==> config.mk <==
export PLATFORM = sky130hd
export DESIGN_NAME = ma_cross_detect
export DESIGN_NICKNAME = d
export VERILOG_FILES = /design/src/rtl/ma_cross_detect.sv
export SDC_FILE = /design/constraint.sdc
export NUM_CORES = 1
export LEC_CHECK = 0
export ABC_CLOCK_PERIOD_IN_PS = 2800
export BUFFER_PORTS_ARGS = -buffer_cell sky130_fd_sc_hd__buf_2
export CAP_MARGIN = 5
export CORE_ASPECT_RATIO = 1.5
export CORE_MARGIN = 10
export CORE_UTILIZATION = 40
export CTS_CLUSTER_DIAMETER = 50
export CTS_CLUSTER_SIZE = 10
export DETAILED_ROUTE_END_ITERATION = 7
export PLACE_DENSITY_LB_ADDON = 0.25
export SLEW_MARGIN = 20
export SYNTH_ARGS = -nofsm -noshare
export SYNTH_HDL_FRONTEND = slang
export SYNTH_SLANG_ARGS = --single-unit
export TNS_END_PERCENT = 1
==> constraint.sdc <==
create_clock -name clk -period 2.8 [get_ports clk]
set_input_delay 0.14 -clock clk [delete_from_list [all_inputs] [get_ports clk]]
set_output_delay 0.14 -clock clk [all_outputs]
set_load 0.05 [all_outputs]
==> src/rtl/ma_cross_detect.sv <==
`default_nettype none
// ============================================================================
// Module      : ma_cross_detect
// Description : Golden/dead cross detector on two moving averages, with
//               warm-up discard, hysteresis and a saturating event counter.
// Revision    : 1.0 - initial release
// ============================================================================
module ma_cross_detect #(
    parameter int WIDTH = 32
) (
    input  logic             clk,
    input  logic             RST,
    input  logic             e_in,
    input  logic [WIDTH-1:0] fast_avg,
    input  logic [WIDTH-1:0] slow_avg,
    input  logic [7:0]       warmup,
    input  logic [15:0]      hyst,
    output logic             buy,
    output logic             sell,
    output logic             trend,
    output logic             e_out,
    output logic [15:0]      cross_cnt
);

    // Sums are one bit wider than the widest operand so they can never wrap.
    localparam int SUM_W = ((WIDTH > 16) ? WIDTH : 16) + 1;

    localparam logic [1:0] c_WARM  = 2'd0;
    localparam logic [1:0] c_ABOVE = 2'd1;
    localparam logic [1:0] c_BELOW = 2'd2;

    logic [1:0]       state_q, state_d;
    logic [7:0]       wcnt_q, wcnt_d;
    logic             buy_q, buy_d;
    logic             sell_q, sell_d;
    logic             trend_q, trend_d;
    logic             e_out_q, e_out_d;
    logic [15:0]      cross_cnt_q, cross_cnt_d;

    logic [SUM_W-1:0] w_fast_ext;
    logic [SUM_W-1:0] w_slow_ext;
    logic [SUM_W-1:0] w_hyst_ext;
    logic             w_rise;
    logic             w_fall;

    assign w_fast_ext = SUM_W'(fast_avg);
    assign w_slow_ext = SUM_W'(slow_avg);
    assign w_hyst_ext = SUM_W'(hyst);
    assign w_rise     = w_fast_ext > (w_slow_ext + w_hyst_ext);
    assign w_fall     = (w_fast_ext + w_hyst_ext) < w_slow_ext;

    always_comb begin
        state_d     = state_q;
        wcnt_d      = wcnt_q;
        buy_d       = 1'b0;
        sell_d      = 1'b0;
        e_out_d     = e_in;
        cross_cnt_d = cross_cnt_q;

        if (e_in) begin
            case (state_q)
                c_WARM: begin
                    if (wcnt_q < warmup) begin
                        wcnt_d = wcnt_q + 8'd1;
                    end else begin
                        state_d = (fast_avg >= slow_avg) ? c_ABOVE : c_BELOW;
                    end
                end
                c_BELOW: begin
                    if (w_rise) begin
                        state_d = c_ABOVE;
                        buy_d   = 1'b1;
                    end
                end
                c_ABOVE: begin
                    if (w_fall) begin
                        state_d = c_BELOW;
                        sell_d  = 1'b1;
                    end
                end
                default: begin
                    state_d = c_WARM;
                    wcnt_d  = 8'd0;
                end
            endcase
        end

        if ((buy_d || sell_d) && (cross_cnt_q != 16'hFFFF)) begin
            cross_cnt_d = cross_cnt_q + 16'd1;
        end

        trend_d = (state_d == c_ABOVE);
    end

    always_ff @(posedge clk or posedge RST) begin
        if (RST) begin
            state_q     <= c_WARM;
            wcnt_q      <= 8'd0;
            buy_q       <= 1'b0;
            sell_q      <= 1'b0;
            trend_q     <= 1'b0;
            e_out_q     <= 1'b0;
            cross_cnt_q <= 16'd0;
        end else begin
            state_q     <= state_d;
            wcnt_q      <= wcnt_d;
            buy_q       <= buy_d;
            sell_q      <= sell_d;
            trend_q     <= trend_d;
            e_out_q     <= e_out_d;
            cross_cnt_q <= cross_cnt_d;
        end
    end

    assign buy       = buy_q;
    assign sell      = sell_q;
    assign trend     = trend_q;
    assign e_out     = e_out_q;
    assign cross_cnt = cross_cnt_q;

endmodule
`default_nettype wire

==> impl_summary.log, run 1 <==
[metrics] deepest clock path buffer count: 2
[metrics] failing checks: negative setup slack
[metrics] master of the slowest instance on the critical path: sky130_fd_sc_hd__ha_1
[metrics] CP peak stage delay: 350 ps
[metrics] routed via count divided by cell count: 5.28
[metrics] part of the Yosys area used for sequential elements: 12.8%
[metrics] global-route usage over all layers: 19.2%
[metrics] number of DRC violations after detailed routing: 0
[metrics] Post-synth EDFFs: 0
[metrics] r2r worst-path depth: 9
[metrics] Area growth, synth to finish: 52.2%
[metrics] half-perimeter wire length after placement: around 17000 microns
[metrics] total CTS buffers: 5
[metrics] endpoint required time on the critical path: 3000 ps
[metrics] combined buffer and inverter count along the critical path: 5
[metrics] critical path endpoint category: flop
[metrics] RSZ-0062 raised after global routing: true
[metrics] die boundary height: roughly 170 microns
[metrics] setup total negative slack: -24160 ps
[metrics] leak pwr: around 4.6 nW
[metrics] status: complete, but fails checks
[metrics] commonest cells after routing, fill and taps aside: sky130_fd_sc_hd__buf_4, sky130_fd_sc_hd__ha_1, sky130_fd_sc_hd__buf_2
[metrics] Final ANT Viol Nets: 0
[metrics] critical path peak fanout: 7
[metrics] cell chain of the critical path: buf_2 > ha_1 > a21oi_2 > o21ai_2 > nor2b_1 > nor2_2 > a31oi_1 > a211oi_2 > buf_4 > nand4_1 > xnor2_1 > ha_1 > nand4_1 > buf_4 > a21oi_2 > o311ai_1 > and4b_1 > a311oi_4 > a21boi_4 > buf_6 > buf_6 > nor3b_4 > xor2_1
[metrics] fraction of layout cells with a size suffix above 1: 39.5%
[metrics] wire length after detailed routing: 19500 microns
[metrics] pins over their slew limit: 0
[metrics] area inside the core boundary: 14500 sq um
[metrics] Fill cells: between 1000 and 1500
[metrics] cell class contributing the biggest share of worst-path delay: compound AO/OA/AOI/OAI gates
[metrics] quantity of I/O buffers inserted on ports: 110
[metrics] count of standard-cell rows: between 50 and 60
[metrics] Top Ports: between 100 and 150
[metrics] clock input transition at the sequential cells of the worst setup and hold paths: about 50 ps
[metrics] routed length per placed instance: between 15 and 20 microns
[metrics] number of antenna violations at the first check in global routing: 1
[metrics] slack of the critical path: -1280 ps
[metrics] quantity of hold-fixing buffers added after cts: 0
[metrics] number of global-route vias before repair: 6980
[metrics] CP Data Arrival Time: 4280 ps
[metrics] clock insertion delay at the later pin of the skew report: 280 ps
[metrics] Worst R2R Setup Slack: 320 ps
[metrics] count of nets after finishing: roughly 1300
[metrics] Max-cap violations: 0
[metrics] library cell used as clock root buffer: sky130_fd_sc_hd__clkbuf_16
[metrics] type of origin of the critical path: input port
[metrics] Critical R2R Capture: cross_cnt[13]
[metrics] total chip power: 3.27 mW
[metrics] initial drt markers: 218
[metrics] number of instances in the synthesized netlist: 722
[metrics] overall overflow remaining after global route: 0
[metrics] Hold WC Path Type: input port to async pin
[metrics] commonest non-fill, non-tap cell in the layout: sky130_fd_sc_hd__buf_4
[metrics] maximum number of pins on one net before global-route repair: 23
[metrics] time the worst path needs with I/O delays and setup: between 4000 and 5000 ps
[metrics] Synth Flop Type: sky130_fd_sc_hd__dfrtp_1
[metrics] number of vias after detailed routing: 6591
[metrics] Multi-input gate area: 5280 sq um
[metrics] final count of hold timing violations: 0
[metrics] power per cell area: 367 nW/um^2
[metrics] netlist area before placement: roughly 6000 sq um
[metrics] worst-margin pin slew: between 800 and 900 ps
[metrics] net count after synthesis: 955
[metrics] critical path class: input port to flop
[metrics] share of the cycle needed by the critical path after routing: 146%
[metrics] max_slew headroom: between 40% and 50%
[metrics] clk_skew: 5.94 ps
[metrics] Yosys warnings: 0
[metrics] drt pass-1 iters: 4
[metrics] final hold slack: 20.6 ps
[metrics] storage element area: 751 sq um
[metrics] TritonCTS clock tree: built
[metrics] count of cell types in the netlist: 65
[metrics] H-tree Lvls: 2
[metrics] floorplan die width: about 120 microns
[metrics] count of state elements after synthesis: 30
[metrics] clock net sink count: 30
[metrics] weighted congestion at the end of routability-driven global placement: between 0.9 and 1
[metrics] global-route wire length before repair: 32300 microns
[metrics] Peak VDD IR: about 0.46 mV
[metrics] maximum frequency from static timing analysis: 245 MHz
[metrics] starting density of the core: 40.5%
[metrics] area of the die: between 15000 and 20000 sq um
[metrics] number of endpoints failing setup at the final stage: 21
[metrics] async set-reset flop share out of synthesis: 100%
[metrics] Avg Synthesized Cell Area: 8.11 sq um
[metrics] launch point of the worst reg-to-reg path: cross_cnt[4]
[sequential cells by signal, summed over array words and instances, names as in the netlist]
name / flops
buy: 1
cross_cnt: 16
e_out: 1
sell: 1
state_q: 2
trend: 1
wcnt_q: 8
[power breakdown]
group | switching, mW | internal, mW | leakage [nW] | total, mW
clock network | 0.171 | 0.341 | 0.0688 | 0.512
registers | 0.104 | 0.513 | 0.397 | 0.617
logic | 1.14 | 1.00 | 4.12 | 2.15
[cells in the mapped netlist (all sizes together), types with 2 or more instances]
library cell / number / share of area, %
fa: 2 / 0.68
o211ai: 3 / 0.38
nor2b: 4 / 0.43
nor2: 53 / 3.4
o31ai: 2 / 0.26
mux2: 2 / 0.38
o2111ai: 2 / 0.30
nor3b: 5 / 0.64
and3: 13 / 1.4
o21ai: 36 / 3.1
nand2: 41 / 2.6
clkbuf: 7 / 0.45
xnor2: 48 / 7.2
a31oi: 5 / 0.53
a21boi: 3 / 0.45
nand3: 30 / 2.6
nor3: 19 / 1.6
or2: 2 / 0.21
o21a: 3 / 0.38
a211oi: 16 / 2.2
and4: 7 / 1.0
nor4b: 2 / 0.30
buf: 2 / 0.26
nand4: 34 / 3.6
o2111a: 2 / 0.38
dfrtp: 30 / 13
a2111oi: 3 / 0.45
xor2: 33 / 4.9
a21o: 12 / 1.5
inv: 58 / 3.7
a21oi: 51 / 4.4
o22ai: 2 / 0.21
a221oi: 2 / 0.30
nand2b: 6 / 0.64
nor4: 16 / 2.0
o21bai: 6 / 0.77
ha: 140 / 30
[repair_timing]
action                     4_1_cts  5_1_grt
gates resized for setup         44       12
buffers inserted                12        5
setup endpoints to repair       21       21
cloned                           0        0
pin swaps                       43       33
[how the worst max path moves through the flow]
stage          depth (start not counted)  slack [ps]        start            to
3_5_place_dp                          23       -1810      hyst[0]  cross_cnt[5]
5_1_grt                               24       -1510      hyst[1]  cross_cnt[2]
6_report                              23       -1280  slow_avg[2]  cross_cnt[2]
3_3_place_gp                          23       -1700      hyst[0]  cross_cnt[5]
4_1_cts                               23       -1260      hyst[0]  cross_cnt[2]
2_1_floorplan                         22       -1000  slow_avg[0]  cross_cnt[3]
[area by class of cell]
type / instances / area share, %
antenna: 1 / 0.0281
clock buffer: 6 / 1.56
inverter: 59 / 2.48
multi-input combinational: 624 / 59.2
sequential: 30 / 8.42
tap: 196 / 2.75
timing repair buffer: 333 / 25.6
[worst reg2reg max path: stages (launching register included)]
cell and delay [ps]:
sky130_fd_sc_hd__dfrtp_1 430, sky130_fd_sc_hd__and3_1 250, sky130_fd_sc_hd__and3_1 240, sky130_fd_sc_hd__nand3_1 170
sky130_fd_sc_hd__nor2_1 250, sky130_fd_sc_hd__nand4_1 230, sky130_fd_sc_hd__o21ai_2 310, sky130_fd_sc_hd__buf_4 240
sky130_fd_sc_hd__nor4_1 80, sky130_fd_sc_hd__xor2_1 150
[per-layer routing]
metal	vias to the layer above	track usage [%]	part of all wire [%]
met5	-	0	0
met4	0	8.04	3.9
met3	46	2.24	2.8
met2	141	38.7	55
met1	3051	18.9	38
li1	3353	-	-
[stage by stage]
stage | cell area, sq um | setup WS, ps | std cells | utilization, %
global route | 8920 | -1510 | 1249 | 61.7
detailed placement | 8420 | -1810 | 1227 | 58.2
finish | 8920 | -1280 | 1249 | 61.7
global placement | 8420 | -1700 | 1227 | 58.2
floorplan | 6100 | -1000 | 722 | -
CTS | 8840 | -1260 | 1244 | 61.1
[logic make-up (layout without fill, tap and decap cells)]
group	count (synthesis)	in the layout	synth area share, %
and+or+nand+nor	238	238	21.4
AOI/OAI and AO/OA	160	160	18.0
adders and majority gates	142	142	30.6
xor gates and xnor gates	81	81	12.1
buffers and inverters	68	398	4.49
DFF	30	30	12.8
muxes	3	3	0.555
other	0	1	0
No activity file was read; power rests on OpenSTA's default activity.
==> run 2: changes to the inputs <==
--- a/config.mk
+++ b/config.mk
@@ -10,8 +10,8 @@
 export CAP_MARGIN = 5
 export CORE_ASPECT_RATIO = 1.5
 export CORE_MARGIN = 10
-export CORE_UTILIZATION = 40
-export CTS_CLUSTER_DIAMETER = 50
+export CORE_UTILIZATION = 53
+export CTS_CLUSTER_DIAMETER = 80
 export CTS_CLUSTER_SIZE = 10
 export DETAILED_ROUTE_END_ITERATION = 7
 export PLACE_DENSITY_LB_ADDON = 0.25
==> run 2 against run 1 <==
The run ends with negative hold slack, negative setup slack left. Clock skew up 2.2 ps. Final area down 3.4%. Count of clock-buffer cells in the layout up 1. Combinational power up 2%. Power up 2.5%. Critical path type unchanged. Critical endpoint is now cross_cnt[12].
==> impl_summary.log, run 2 (synthesis gave the netlist of run 1 again) <==
[metrics] count of nets after finishing: 1252
[metrics] area of the die: approximately 16000 sq um
[metrics] CP Data Arrival Time: 4540 ps
[metrics] Top Ports: 111
[metrics] fraction of layout cells with a size suffix above 1: 37.0%
[metrics] maximum frequency from static timing analysis: 228 MHz
[metrics] number of vias after detailed routing: 6769
[metrics] quantity of hold-fixing buffers added after cts: 0
[metrics] final count of hold timing violations: 30
[metrics] commonest cells after routing, fill and taps aside: sky130_fd_sc_hd__buf_4, sky130_fd_sc_hd__ha_1, sky130_fd_sc_hd__buf_2
[metrics] TritonCTS clock tree: built
[metrics] initial drt markers: 224
[metrics] share of the cycle needed by the critical path after routing: 157%
[metrics] net switching power of the design: 1.49 mW
[metrics] routed via count divided by cell count: around 5.8
[metrics] total chip power: about 3.4 mW
[metrics] endpoint required time on the critical path: 2950 ps
[metrics] type of origin of the critical path: input port
[metrics] Area growth, synth to finish: 47.0%
[metrics] routed length per placed instance: approximately 17 microns
[metrics] Final ANT Viol Nets: 0
[metrics] critical path peak fanout: 5
[metrics] worst-margin pin slew: around 770 ps
[metrics] number of global-route vias before repair: 7161
[metrics] final hold slack: -58.7 ps
[metrics] proportion of power drawn by combinational gates: 65.3%
[metrics] clock group share of total power: 16.3%
[metrics] floorplan die width: approximately 110 microns
[metrics] drt pass-1 iters: 5
[metrics] number of endpoints failing setup at the final stage: 21
[metrics] pins over their slew limit: 0
[metrics] r2r worst-path depth: 9
[metrics] Peak VDD IR: between 0.2 and 0.3 mV
[metrics] Hold WC Path Type: input port to async pin
[metrics] H-tree Lvls: 2
[metrics] die boundary height: 149 microns
[metrics] leak pwr: 4.45 nW
[metrics] clk_skew: 8.15 ps
[metrics] global-route usage over all layers: 24.9%
[metrics] final standard cell area without fillers: 8610 sq um
[metrics] clock insertion delay at the later pin of the skew report: 280 ps
[metrics] Reg power frac: 18.4%
[metrics] weighted congestion at the end of routability-driven global placement: 0.941
[metrics] wire length after detailed routing: around 20000 microns
[metrics] RSZ-0062 raised after global routing: true
[metrics] Diodes inserted: 0
[metrics] global-route wire length before repair: 32700 microns
[metrics] Fill cells: 788
[metrics] library cell used as clock root buffer: sky130_fd_sc_hd__clkbuf_16
[metrics] number of antenna violations at the first check in global routing: 0
[metrics] Layout Utilization: roughly 79%
[metrics] quantity of I/O buffers inserted on ports: 110
[metrics] number of DRC violations after detailed routing: 0
[metrics] deepest clock path buffer count: 2
[metrics] Switching Share: 44.5%
[metrics] total CTS buffers: 5
[metrics] count of standard-cell rows: 47
[metrics] slack of the critical path: -1590 ps
[metrics] Max-cap violations: 0
[metrics] clock input transition at the sequential cells of the worst setup and hold paths: 60 ps
[metrics] time the worst path needs with I/O delays and setup: 4390 ps
[metrics] failing checks: negative hold slack, negative setup slack
[metrics] maximum number of pins on one net before global-route repair: 31
[metrics] Cell Int Power: around 1.9 mW
[metrics] starting density of the core: between 50% and 60%
[metrics] clock net sink count: 30
[metrics] flip-flop count of the largest register after layout: 16
[metrics] power per cell area: 390 nW/um^2
[metrics] critical path endpoint category: flop
[metrics] area inside the core boundary: 10900 sq um
[metrics] post-placement setup slack: -2000 ps
[metrics] post-placement cell area: 8200 sq um
[metrics] half-perimeter wire length after placement: 17100 microns
[metrics] commonest non-fill, non-tap cell in the layout: sky130_fd_sc_hd__buf_4
[metrics] status: complete, but fails checks
[metrics] overall overflow remaining after global route: 0
[metrics] max_slew headroom: 48.8%
[metrics] critical path class: input port to flop
[run 2: cell type report]
class / instances / area, sq um / area share (%)
multi-input combinational: 624 / 5270 / 61.3
timing repair buffer: 299 / 2030 / 23.6
sequential: 30 / 751 / 8.72
inverter: 59 / 221 / 2.57
tap: 147 / 184 / 2.14
clock buffer: 7 / 143 / 1.66
clock inverter: 1 / 5.00 / 0.0581
[run 2: layer usage]
layer | wire (microns) | track usage (%) | part of all wire, %
met5 | 0 | 0 | 0
met4 | 829 | 10.9 | 4.1
met3 | 888 | 3.20 | 4.4
met2 | 11300 | 49.5 | 55
met1 | 7390 | 24.6 | 36
[run 2: power groups by stage]
| stage | Sequential, mW | Combinational [mW] | Clock (mW) |
|---|---|---|---|
| floorplan | 0.732 | 1.10 | 0 |
| global placement | 0.609 | 1.92 | 0 |
| detailed placement | 0.615 | 2.00 | 0 |
| CTS | 0.613 | 2.14 | 0.543 |
| global route | 0.629 | 2.39 | 0.560 |
| finish | 0.617 | 2.19 | 0.546 |
[run 2: worst max-delay path, stage by stage]
cell and delay (ps):
sky130_fd_sc_hd__buf_8 100, sky130_fd_sc_hd__ha_4 150, sky130_fd_sc_hd__fa_2 370, sky130_fd_sc_hd__a211oi_4 290
sky130_fd_sc_hd__o21ai_2 130, sky130_fd_sc_hd__a211oi_2 320, sky130_fd_sc_hd__buf_4 180, sky130_fd_sc_hd__nand2_4 60
sky130_fd_sc_hd__nand4_1 280, sky130_fd_sc_hd__inv_1 100, sky130_fd_sc_hd__and3_1 180, sky130_fd_sc_hd__xor2_1 150
sky130_fd_sc_hd__ha_1 300, sky130_fd_sc_hd__nand4_1 190, sky130_fd_sc_hd__nor2_2 180, sky130_fd_sc_hd__nand3_2 120
sky130_fd_sc_hd__o32ai_1 170, sky130_fd_sc_hd__a31oi_1 120, sky130_fd_sc_hd__nand4b_1 170, sky130_fd_sc_hd__a21boi_4 370
sky130_fd_sc_hd__buf_6 220, sky130_fd_sc_hd__nor4_4 50, sky130_fd_sc_hd__xor2_1 190
[run 2: final timing paths]
path | startpoint | to | slack [ps]
max in group asynchronous | RST | cross_cnt[8] | 2430
worst min register to register | cross_cnt[8] | cross_cnt[8] | 500
worst min-delay path | RST | wcnt_q[3] | -60
min in group clk | e_in | e_out | 100
worst max register to register | cross_cnt[4] | cross_cnt[10] | -20
worst max-delay path | hyst[0] | cross_cnt[12] | -1590
[run 2: metrics by stage]
| step | cells | setup TNS [ps] |
|---|---|---|
| floorplan | 722 | -18500 |
| global placement | 1155 | -33010 |
| detailed placement | 1155 | -36460 |
| CTS | 1166 | -26890 |
| global route | 1167 | -32460 |
| finish | 1167 | -30170 |
[run 2: what timing repair did]
action / 4_1_cts / 5_1_grt
pin swaps: 26 / 4
endpoints found under the setup margin: 21 / 22
buffers inserted: 2 / 1
gates resized for setup: 32 / 14
cloned: 1 / 0
